$ cat src/rtl/lcd_bus_scheduler_if.sv
// Requester and LCD pin bundle for the 8080-style write bus scheduler.
// master drives the requests; slave is the scheduler side.
interface lcd_bus_scheduler_if #(
  parameter int DATA_W = 16
);
  logic              cmd_valid;
  logic              cmd_ready;
  logic              cmd_dc;
  logic [DATA_W-1:0] cmd_data;
  logic              pix_valid;
  logic              pix_ready;
  logic [DATA_W-1:0] pix_data;
  logic              pix_last;
  logic              lcd_csx;
  logic              lcd_dcx;
  logic              lcd_wrx;
  logic [DATA_W-1:0] lcd_data;
  logic              busy;
  logic              grant_pix;

  modport master (
    output cmd_valid, cmd_dc, cmd_data,
    output pix_valid, pix_data, pix_last,
    input  cmd_ready, pix_ready,
    input  lcd_csx, lcd_dcx, lcd_wrx, lcd_data,
    input  busy, grant_pix
  );

  modport slave (
    input  cmd_valid, cmd_dc, cmd_data,
    input  pix_valid, pix_data, pix_last,
    output cmd_ready, pix_ready,
    output lcd_csx, lcd_dcx, lcd_wrx, lcd_data,
    output busy, grant_pix
  );
endinterface

$ cat src/rtl/lcd_bus_scheduler.sv
// Round-robin CPU/DMA arbiter and WRX strobe sequencer for the LCD bus.
// Pixel bursts hold the bus until the word flagged pix_last is written.
module lcd_bus_scheduler #(
  parameter int DATA_W         = 16,
  parameter int WR_LOW_CYCLES  = 2,
  parameter int WR_HIGH_CYCLES = 2
) (
  input logic clk,
  input logic reset_n,
  lcd_bus_scheduler_if.slave bus
);

  localparam int MAXC = (WR_LOW_CYCLES > WR_HIGH_CYCLES) ?
                        WR_LOW_CYCLES : WR_HIGH_CYCLES;
  localparam int CNT_W = $clog2(MAXC + 1);

  typedef enum logic [2:0] {
    S_IDLE,
    S_SETUP,
    S_WR_LOW,
    S_WR_HIGH,
    S_BURST_WAIT
  } state_e;

  state_e            state_q, state_d;
  logic [CNT_W-1:0]  cnt_q, cnt_d;
  logic [DATA_W-1:0] data_q, data_d;
  logic              dcx_q, dcx_d;
  logic              plast_q, plast_d;
  logic              lock_q, lock_d;
  logic              lsrc_q, lsrc_d;

  logic gnt_cmd, gnt_pix;
  logic phase_done, burst_more;
  logic cmd_rdy, pix_rdy;
  logic cmd_xfer, pix_xfer;
  logic csx, wrx;

  // lsrc_q=1 means the pixel source was served last
  assign gnt_cmd    = bus.cmd_valid && (!bus.pix_valid || lsrc_q);
  assign gnt_pix    = bus.pix_valid && !gnt_cmd;
  assign phase_done = (cnt_q == '0);
  assign burst_more = lock_q && !plast_q;

  always_ff @(posedge clk) begin
    if (!reset_n) begin
      state_q <= S_IDLE;
      cnt_q   <= '0;
      data_q  <= '0;
      dcx_q   <= 1'b1;
      plast_q <= 1'b0;
      lock_q  <= 1'b0;
      lsrc_q  <= 1'b1;
    end else begin
      state_q <= state_d;
      cnt_q   <= cnt_d;
      data_q  <= data_d;
      dcx_q   <= dcx_d;
      plast_q <= plast_d;
      lock_q  <= lock_d;
      lsrc_q  <= lsrc_d;
    end
  end

  always_comb begin
    state_d = state_q;
    data_d  = data_q;
    dcx_d   = dcx_q;
    plast_d = plast_q;
    lock_d  = lock_q;
    lsrc_d  = lsrc_q;
    unique case (state_q)
      S_IDLE: begin
        if (cmd_xfer || pix_xfer) state_d = S_SETUP;
      end
      S_SETUP: state_d = S_WR_LOW;
      S_WR_LOW: begin
        if (phase_done) state_d = S_WR_HIGH;
      end
      S_WR_HIGH: begin
        if (phase_done) begin
          if (!burst_more) begin
            state_d = S_IDLE;
            lock_d  = 1'b0;
          end else if (bus.pix_valid) begin
            state_d = S_SETUP;
          end else begin
            state_d = S_BURST_WAIT;
          end
        end
      end
      S_BURST_WAIT: begin
        if (bus.pix_valid) state_d = S_SETUP;
      end
      default: state_d = S_IDLE;
    endcase

    if (pix_xfer) begin
      data_d  = bus.pix_data;
      dcx_d   = 1'b1;
      plast_d = bus.pix_last;
      lock_d  = 1'b1;
      lsrc_d  = 1'b1;
    end else if (cmd_xfer) begin
      data_d  = bus.cmd_data;
      dcx_d   = bus.cmd_dc;
      plast_d = 1'b0;
      lsrc_d  = 1'b0;
    end
  end

  // one down-counter shared by both strobe phases, reloaded on entry
  always_comb begin
    cnt_d = cnt_q;
    if (state_d != state_q) begin
      unique case (state_d)
        S_WR_LOW:  cnt_d = CNT_W'(WR_LOW_CYCLES - 1);
        S_WR_HIGH: cnt_d = CNT_W'(WR_HIGH_CYCLES - 1);
        default:   cnt_d = '0;
      endcase
    end else if (!phase_done) begin
      cnt_d = cnt_q - 1'b1;
    end
  end

  always_comb begin
    csx     = (state_q == S_IDLE);
    wrx     = (state_q != S_WR_LOW);
    cmd_rdy = (state_q == S_IDLE) && gnt_cmd;
    pix_rdy = ((state_q == S_IDLE) && gnt_pix) ||
              ((state_q == S_WR_HIGH) && phase_done && burst_more) ||
              (state_q == S_BURST_WAIT);
  end

  assign cmd_xfer = bus.cmd_valid && cmd_rdy;
  assign pix_xfer = bus.pix_valid && pix_rdy;

  assign bus.cmd_ready = cmd_rdy;
  assign bus.pix_ready = pix_rdy;
  assign bus.lcd_csx   = csx;
  assign bus.lcd_wrx   = wrx;
  assign bus.lcd_dcx   = dcx_q;
  assign bus.lcd_data  = data_q;
  assign bus.busy      = (state_q != S_IDLE);
  assign bus.grant_pix = lock_q;

endmodule
$ cat src/flat_wrapper.sv
// flat-port wrapper written by rule: the top's interface ports become plain ports
module lcd_bus_scheduler_flat 
#(
  parameter int DATA_W         = 16,
  parameter int WR_LOW_CYCLES  = 2,
  parameter int WR_HIGH_CYCLES = 2
)
  (clk, reset_n, bus_cmd_valid, bus_cmd_dc, bus_cmd_data, bus_pix_valid, bus_pix_data, bus_pix_last, bus_cmd_ready, bus_pix_ready, bus_lcd_csx, bus_lcd_dcx, bus_lcd_wrx, bus_lcd_data, bus_busy, bus_grant_pix);
  lcd_bus_scheduler_if #(.DATA_W(DATA_W)) bus_i ();
  input logic clk;
  input logic reset_n;
  input wire logic [$bits(bus_i.cmd_valid)-1:0] bus_cmd_valid;
  input wire logic [$bits(bus_i.cmd_dc)-1:0] bus_cmd_dc;
  input wire logic [$bits(bus_i.cmd_data)-1:0] bus_cmd_data;
  input wire logic [$bits(bus_i.pix_valid)-1:0] bus_pix_valid;
  input wire logic [$bits(bus_i.pix_data)-1:0] bus_pix_data;
  input wire logic [$bits(bus_i.pix_last)-1:0] bus_pix_last;
  output wire logic [$bits(bus_i.cmd_ready)-1:0] bus_cmd_ready;
  output wire logic [$bits(bus_i.pix_ready)-1:0] bus_pix_ready;
  output wire logic [$bits(bus_i.lcd_csx)-1:0] bus_lcd_csx;
  output wire logic [$bits(bus_i.lcd_dcx)-1:0] bus_lcd_dcx;
  output wire logic [$bits(bus_i.lcd_wrx)-1:0] bus_lcd_wrx;
  output wire logic [$bits(bus_i.lcd_data)-1:0] bus_lcd_data;
  output wire logic [$bits(bus_i.busy)-1:0] bus_busy;
  output wire logic [$bits(bus_i.grant_pix)-1:0] bus_grant_pix;
  assign bus_i.cmd_valid = bus_cmd_valid;
  assign bus_i.cmd_dc = bus_cmd_dc;
  assign bus_i.cmd_data = bus_cmd_data;
  assign bus_i.pix_valid = bus_pix_valid;
  assign bus_i.pix_data = bus_pix_data;
  assign bus_i.pix_last = bus_pix_last;
  assign bus_cmd_ready = bus_i.cmd_ready;
  assign bus_pix_ready = bus_i.pix_ready;
  assign bus_lcd_csx = bus_i.lcd_csx;
  assign bus_lcd_dcx = bus_i.lcd_dcx;
  assign bus_lcd_wrx = bus_i.lcd_wrx;
  assign bus_lcd_data = bus_i.lcd_data;
  assign bus_busy = bus_i.busy;
  assign bus_grant_pix = bus_i.grant_pix;
  lcd_bus_scheduler #(.DATA_W(DATA_W), .WR_LOW_CYCLES(WR_LOW_CYCLES), .WR_HIGH_CYCLES(WR_HIGH_CYCLES)) u_core (.clk(clk), .reset_n(reset_n), .bus(bus_i));
endmodule
$ cat config.mk
export PLATFORM = sky130hd
export DESIGN_NAME = lcd_bus_scheduler_flat
export DESIGN_NICKNAME = d
export VERILOG_FILES = /design/src/rtl/lcd_bus_scheduler_if.sv /design/src/rtl/lcd_bus_scheduler.sv /design/src/flat_wrapper.sv
export SDC_FILE = /design/constraint.sdc
export NUM_CORES = 1
export LEC_CHECK = 0
export CORE_MARGIN = 3
export CORE_UTILIZATION = 42
export CTS_BUF_LIST = sky130_fd_sc_hd__clkbuf_4 sky130_fd_sc_hd__clkbuf_8 sky130_fd_sc_hd__clkbuf_16
export DETAILED_ROUTE_END_ITERATION = 12
export MAX_ROUTING_LAYER = met4
export PLACE_DENSITY_LB_ADDON = 0.1
export SLEW_MARGIN = 20
export SYNTH_ARGS = -nofsm -noshare
export SYNTH_HDL_FRONTEND = slang
export SYNTH_SLANG_ARGS = --single-unit
$ cat constraint.sdc
create_clock -name clk -period 2.8 [get_ports clk]
set_input_delay 0.84 -clock clk [delete_from_list [all_inputs] [get_ports clk]]
set_output_delay 0.84 -clock clk [all_outputs]
set_load 0.01 [all_outputs]
==> impl_metrics.csv, run 1 <==
group,metric,value,unit
grt,grt-ovfl-total,0,
logic_synthesis,synth_fp_nets,192,
logic_synthesis,synthesis.area,1210,µm²
place,portBuffers,60,
sta,timing.slew.headroom,71.9,%
pwr,p_leak,0.000748,µW
grt,use_met1,22.9,%
logic_synthesis,synth.yosys.seq_area_share,41.4,%
detailed_routing,num_vias,1287,
sta,fmax,371,MHz
outcome,status,"complete, no violations",
hold_path,hp-start,"u_core.bus.lcd_data[12]",
sta,worst_slew_pin_slew,422,ps
detailed_routing,ant_nets,0,
hold_path,hp-class,"reg2reg",
sta,min_period,2690,ps
setup_path,worst_ep_required_time,1960,ps
grt,track_usage,19.5,%
cells_and_area,syn_to_final_growth,55.8,%
place,place_inst,241,
place,dp_hpwl,2410,µm
sta,setup_viol,0,
grt,use_met2,34.1,%
pwr,switching_share,32.1,%
grt,grt_pass1_wl,5350,µm
place,gp_congestion,0.861,
sta,hold_violations,0,
clock_tree,cts_inserted_buffers,3,
clock_tree,ctsHoldBuffers,0,
die,io_pins,61,
grt,met3_usage,4.10,%
die,num_rows,18,
logic_synthesis,synth_cells,153,
cells_and_area,design_area,1890,µm²
die,fp.coreArea,2610,µm²
clock_tree,clockBufferDepth,2,
logic_synthesis,syn_avg_cell_area,7.91,µm²
logic_synthesis,yosysWarnings,0,
pwr,ir_drop,0.000415,V
sta,fin_crit_sh,96.2,%
setup_path,crit_type,"in2out",
die,chipWidth,59.7,µm
clock_tree,htree_num_levels,1,
setup_path,crit_start,"bus_cmd_valid",
cells_and_area,fin_nets,255,
setup_path,r2r_setup_slack,1040,ps
grt,grt_start_max_net_pins,27,
pwr,p_seq_share,44.5,%
cells_and_area,diodes,0,
sta,slew_viol_final,0,
pwr,power.density,533,nW/µm²
setup_path,r2r_cells,7,
job,max_cap_violations,0,
grt,grt_pass1_vias,1305,
pwr,clkPwrFrac,15.6,%
sta,finalClockSkew,4.86,ps
detailed_routing,viasPerCell,5.25,
detailed_routing,wl_per_cell,13.2,µm
cells_and_area,drive_gt1_share,9.77,%
setup_path,r2r-start,"u_core.cnt_q[0]",
logic_synthesis,synth_seq_cells,25,
clock_tree,cts_tree,"yes",
clock_tree,cts.sinks,25,
grt,antenna_found_initial,0,
die,die_y,59.7,µm
pwr,internal-power,683,µW
clock_tree,clk_latency,310,ps
cells_and_area,fin_cells,245,
hold_path,hold_depth,2,
setup_path,cp_data_arrival_time,1850,ps
pwr,share_comb_of_total_power,39.9,%
hold_path,hold_path_end,"u_core.bus.lcd_data[12]",
die,die_area,3560,µm²
setup_path,crit_path_end_kind,"output port",
setup_path,r2r-end,"u_core.bus.lcd_data[3]",
place,placed_area,1860,µm²
clock_tree,clkTransAtPathRegs,140,ps
setup_path,cp-start-kind,"input pin",
die,start_util,46.3,%
clock_tree,cts-root-buf,"clkbuf_4",
pwr,design_power_total,1010,µW
pwr,p_switching,323,µW
detailed_routing,firstDrtPassIters,4,
detailed_routing,routed_wl,3240,µm
detailed_routing,drt_iter0_drc,49,
grt,grt-busiest-layer,"met2",
logic_synthesis,synth_cell_type_count,33,
setup_path,crit_fanout,3,
sta,rsz0062_at_grt,"no",
detailed_routing,drc,0,
==> cell type report <==
class / instances / area [µm²]
inverter: 7 / 26.3
fill: 219 / 727
tap: 30 / 37.5
sequential: 25 / 500
multi-input combinational: 111 / 631
clock buffer: 3 / 22.5
clock inverter: 1 / 5.00
timing repair buffer: 68 / 663
==> worst max-delay path by stage <==
stage	endpoint	cells past startpoint	slack, ps
detailed placement	bus_cmd_ready	5	-290
global route	bus_pix_ready	6	60
global placement	bus_cmd_ready	5	-290
finish	bus_pix_ready	6	110
CTS	bus_cmd_ready	5	10
floorplan	bus_cmd_ready	4	530
==> metrics by stage <==
step	setup TNS, ps	util (%)	hold slack, ps	setup WS [ps]
3_3_place_gp	-530	71.2	460	-294
4_1_cts	0	72.3	483	10.9
3_5_place_dp	-543	71.2	463	-291
2_1_floorplan	0	-	478	530
5_1_grt	0	72.2	509	59.6
6_report	0	72.2	479	107
==> layer usage <==
metal  up-vias  wire [µm]
met5         -          0
met4         0         15
met3         2        215
met2        42       1580
met1       595       1420
li1        648          -
==> state kept, by name, summed over array words and instances, names as in the netlist <==
| register | flops |
|---|---|
| u_core.bus.grant_pix | 1 |
| u_core.plast_q | 1 |
| u_core.bus.lcd_data | 16 |
| u_core.state_q | 3 |
| u_core.bus.lcd_dcx | 1 |
| u_core.cnt_q | 2 |
| u_core.lsrc_q | 1 |
==> repair_timing <==
| action | in CTS | in global routing |
|---|---|---|
| pin swaps | 0 | 0 |
| gates resized for setup | 5 | 5 |
| endpoints found under the setup margin | 2 | 2 |
| setup buffers | 0 | 0 |
==> synth_stat cells (all sizes together) <==
master  instances  area (µm²)
nand2          40         150
dfxtp          25         500
o21ai          19        95.1
a31oi          15        93.8
buf             7        47.5
inv             7        26.3
nor2            4        17.5
nor2b           4        25.0
clkbuf          3        12.5
nand3           3        15.0
nand3b          3        22.5
a21boi          2        15.0
a21oi           2        10.0
and3            2        12.5
mux2i           2        20.0
nand2b          2        12.5
or2             2        12.5
a32oi           1        27.5
and3b           1        8.76
and4b           1        13.8
ha              1        12.5
nand4           1        6.26
o211a           1        10.0
o21a            1        7.51
o2bb2a          1        10.0
o32a            1        10.0
or3             1        6.26
xnor2           1        8.76
==> worst max-delay path, stage by stage <==
cell,delay [ps]
clkdlybuf4s50_1,490
buf_4,120
nand2_1,50
a21oi_1,140
o21ai_0,80
clkbuf_2,130
==> power by group through the flow <==
stage	clock, µW	sequential (µW)	combinational [µW]
2_1_floorplan	0	464	185
3_3_place_gp	0	451	399
3_5_place_dp	0	454	407
4_1_cts	163	446	407
5_1_grt	174	455	440
6_report	157	448	401
==> logic make-up after synthesis <==
logic type,after synthesis,share of synthesized area (%)
flip-flops,25,41.4
AO/OA/AOI/OAI,43,23.1
AND/OR/NAND/NOR,64,25.0
multiplexers,2,1.65
buffers and inverters,17,7.13
XOR/XNOR,1,0.724
adder cells (fa/ha/maj),1,1.03
==> cell usage in the layout (no fill, tap or decap), types with 2 or more instances in the layout <==
master / n
clkbuf_4: 3
clkdlybuf4s50_1: 58
nand3b_1: 3
nand2_1: 40
and3_1: 2
nand2b_1: 2
dfxtp_1: 25
buf_4: 7
o21ai_0: 7
nor2b_1: 3
inv_1: 6
mux2i_1: 2
a21oi_1: 2
nor2_1: 3
o21ai_1: 12
nand3_1: 3
or2_2: 2
a21boi_0: 2
a31oi_1: 15
No activity file was read; power rests on OpenSTA's default activity.
==> inputs of run 2 (changes only) <==
--- a/config.mk
+++ b/config.mk
@@ -11,7 +11,6 @@
 export DETAILED_ROUTE_END_ITERATION = 12
 export MAX_ROUTING_LAYER = met4
 export PLACE_DENSITY_LB_ADDON = 0.1
-export SLEW_MARGIN = 20
 export SYNTH_ARGS = -nofsm -noshare
 export SYNTH_HDL_FRONTEND = slang
 export SYNTH_SLANG_ARGS = --single-unit
==> constraint.sdc (replaced) <==
create_clock -name clk -period 3.2 [get_ports clk]
set_input_delay 0.96 -clock clk [delete_from_list [all_inputs] [get_ports clk]]
set_output_delay 0.96 -clock clk [all_outputs]
set_load 0.01 [all_outputs]
==> run 2 against run 1 <==
  * Critical endpoint is now bus_cmd_ready
  * Core utilization shrank 0.67 points
  * Clock skew shrank 2.0 ps
  * Largest power group unchanged
  * Worst hold slack gained 5.9 ps
==> impl_metrics.csv, run 2 (synthesized netlist as in run 1, its figures left out) <==
group,metric,value,unit
clock_tree,cts_tree,"yes",
setup_path,cpPeakStageDelay,470,ps
place,pre_cts_ws,-135,ps
detailed_routing,num_vias,1309,
setup_path,crit_path_end_kind,"output port",
sta,setup_viol,0,
sta,fin_crit_sh,95.8,%
die,io_pins,61,
setup_path,crit_slowest_cell,"clkdlybuf4s50_1",
setup_path,crit_type,"in2out",
sta,slew_viol_final,0,
cells_and_area,fin_nets,254,
clock_tree,cts-root-buf,"clkbuf_4",
clock_tree,postCtsResizedCells,2,
setup_path,cp_data_arrival_time,2110,ps
detailed_routing,routed_wl,3360,µm
clock_tree,clk_latency,320,ps
place,placed_area,1840,µm²
detailed_routing,drc,0,
setup_path,cp-start-kind,"input pin",
die,fp.coreArea,2610,µm²
cells_and_area,fin_cells,244,
setup_path,r2r_setup_slack,1170,ps
grt,track_usage,20.5,%
hold_path,hp-class,"reg2reg",
sta,worst_slew_pin_slew,371,ps
place,dp_hpwl,2570,µm
die,die_area,3560,µm²
place,place_inst,240,
clock_tree,clkTransAtPathRegs,130,ps
pwr,design_power_total,888,µW
setup_path,path_delay_family,"buffers and inverters",
clock_tree,ctsHoldBuffers,0,
detailed_routing,firstDrtPassIters,4,
setup_path,worst_ep_required_time,2240,ps
pwr,power.density,475,nW/µm²
cells_and_area,most-common-layout-cells,"58 x clkdlybuf4s50_1, 40 x nand2_1, 25 x dfxtp_1",
die,num_rows,18,
outcome,status,"complete, no violations",
grt,grt-busiest-layer,"met2",
die,die_y,59.7,µm
grt,grt_pass1_wl,5550,µm
detailed_routing,viasPerCell,5.36,
cells_and_area,largest_register_ffs,16,
pwr,ir_drop,0.000385,V
cells_and_area,mostFrequentLayoutCell,"clkdlybuf4s50_1",
clock_tree,htree_num_levels,1,
place,gp_congestion,0.850,
sta,fmax,326,MHz
grt,met3_usage,5.62,%
cells_and_area,design_area,1870,µm²
grt,antenna_found_initial,0,
grt,grt-ovfl-total,0,
detailed_routing,ant_nets,0,
sta,min_period,3070,ps
detailed_routing,wl_per_cell,13.8,µm
pwr,p_leak,0.000737,µW
place,portBuffers,60,
cells_and_area,drive_gt1_share,7.94,%
cells_and_area,syn_to_final_growth,54.4,%
grt,grt_start_max_net_pins,27,
setup_path,crit_fanout,2,
grt,grt_pass1_vias,1344,
sta,finalClockSkew,2.85,ps
sta,timing.slew.headroom,75.3,%
grt,use_met2,36.9,%
setup_path,critical_path_buf_inv_count,3,
die,chipWidth,59.7,µm
sta,fin_ws,133,ps
sta,hold_violations,0,
setup_path,crit_chain,"clkdlybuf4s50_1, nor2b_1, nand3b_1, inv_2, dlygate4sd2_1",
grt,use_met1,22.4,%
clock_tree,cts.sinks,25,
detailed_routing,drt_iter0_drc,32,
sta,setup_tns,0,ps
die,start_util,46.3,%
clock_tree,cts_inserted_buffers,3,
clock_tree,cts_setup_buffers,0,
sta,rsz0062_at_grt,"no",
job,max_cap_violations,0,
cells_and_area,diodes,0,
clock_tree,clockBufferDepth,2,
-- run 2: area by class of cell --
class	instances	area [µm²]
Fill cell	234	744
Timing Repair Buffer	67	651
Multi-Input combinational cell	111	623
Sequential cell	25	500
Tap cell	30	37.5
Clock buffer	4	30.0
Inverter	7	26.3
-- run 2: per-layer routing --
layer	wire, µm	up-vias	share of wire (%)
li1	-	653	-
met1	1370	609	41
met2	1750	45	52
met3	220	2	6.5
met4	15	0	0.45
met5	0	-	0
-- run 2: path summary, 6_finish.rpt --
check | end | start | cells past startpoint
worst min register to register | u_core.bus.lcd_data[6] | u_core.bus.lcd_data[6] | 2
worst min-delay path | u_core.bus.lcd_data[6] | u_core.bus.lcd_data[6] | 2
worst max register to register | u_core.bus.lcd_data[14] | u_core.cnt_q[0] | 7
worst max-delay path | bus_cmd_ready | bus_cmd_valid | 5
-- run 2: per-stage QoR --
| step | hold slack (ps) | utilization [%] |
|---|---|---|
| floorplan | 478 | - |
| global placement | 460 | 70.5 |
| detailed placement | 466 | 70.5 |
| CTS | 486 | 71.5 |
| global route | 504 | 71.5 |
| finish | 485 | 71.5 |
-- run 2: report_power, final --
group	internal, µW	switching, µW	total [µW]
clock network	57.3	92.6	150
registers	357	33.4	391
logic	188	159	347
-- run 2: tightest hold or removal path, stage by stage, from the launching register on --
cell and delay [ps]:
dfxtp_1 340, nand2_1 50, a31oi_1 70
==> inputs of run 3 (changes only) <==
--- a/config.mk
+++ b/config.mk
@@ -9,6 +9,7 @@
 export CORE_UTILIZATION = 42
 export CTS_BUF_LIST = sky130_fd_sc_hd__clkbuf_4 sky130_fd_sc_hd__clkbuf_8 sky130_fd_sc_hd__clkbuf_16
 export DETAILED_ROUTE_END_ITERATION = 12
+export HOLD_SLACK_MARGIN = 0.03
 export MAX_ROUTING_LAYER = met4
 export PLACE_DENSITY_LB_ADDON = 0.1
 export SYNTH_ARGS = -nofsm -noshare
==> results of run 3 <==
Final layout, timing and power as in run 2 (identical DEF).
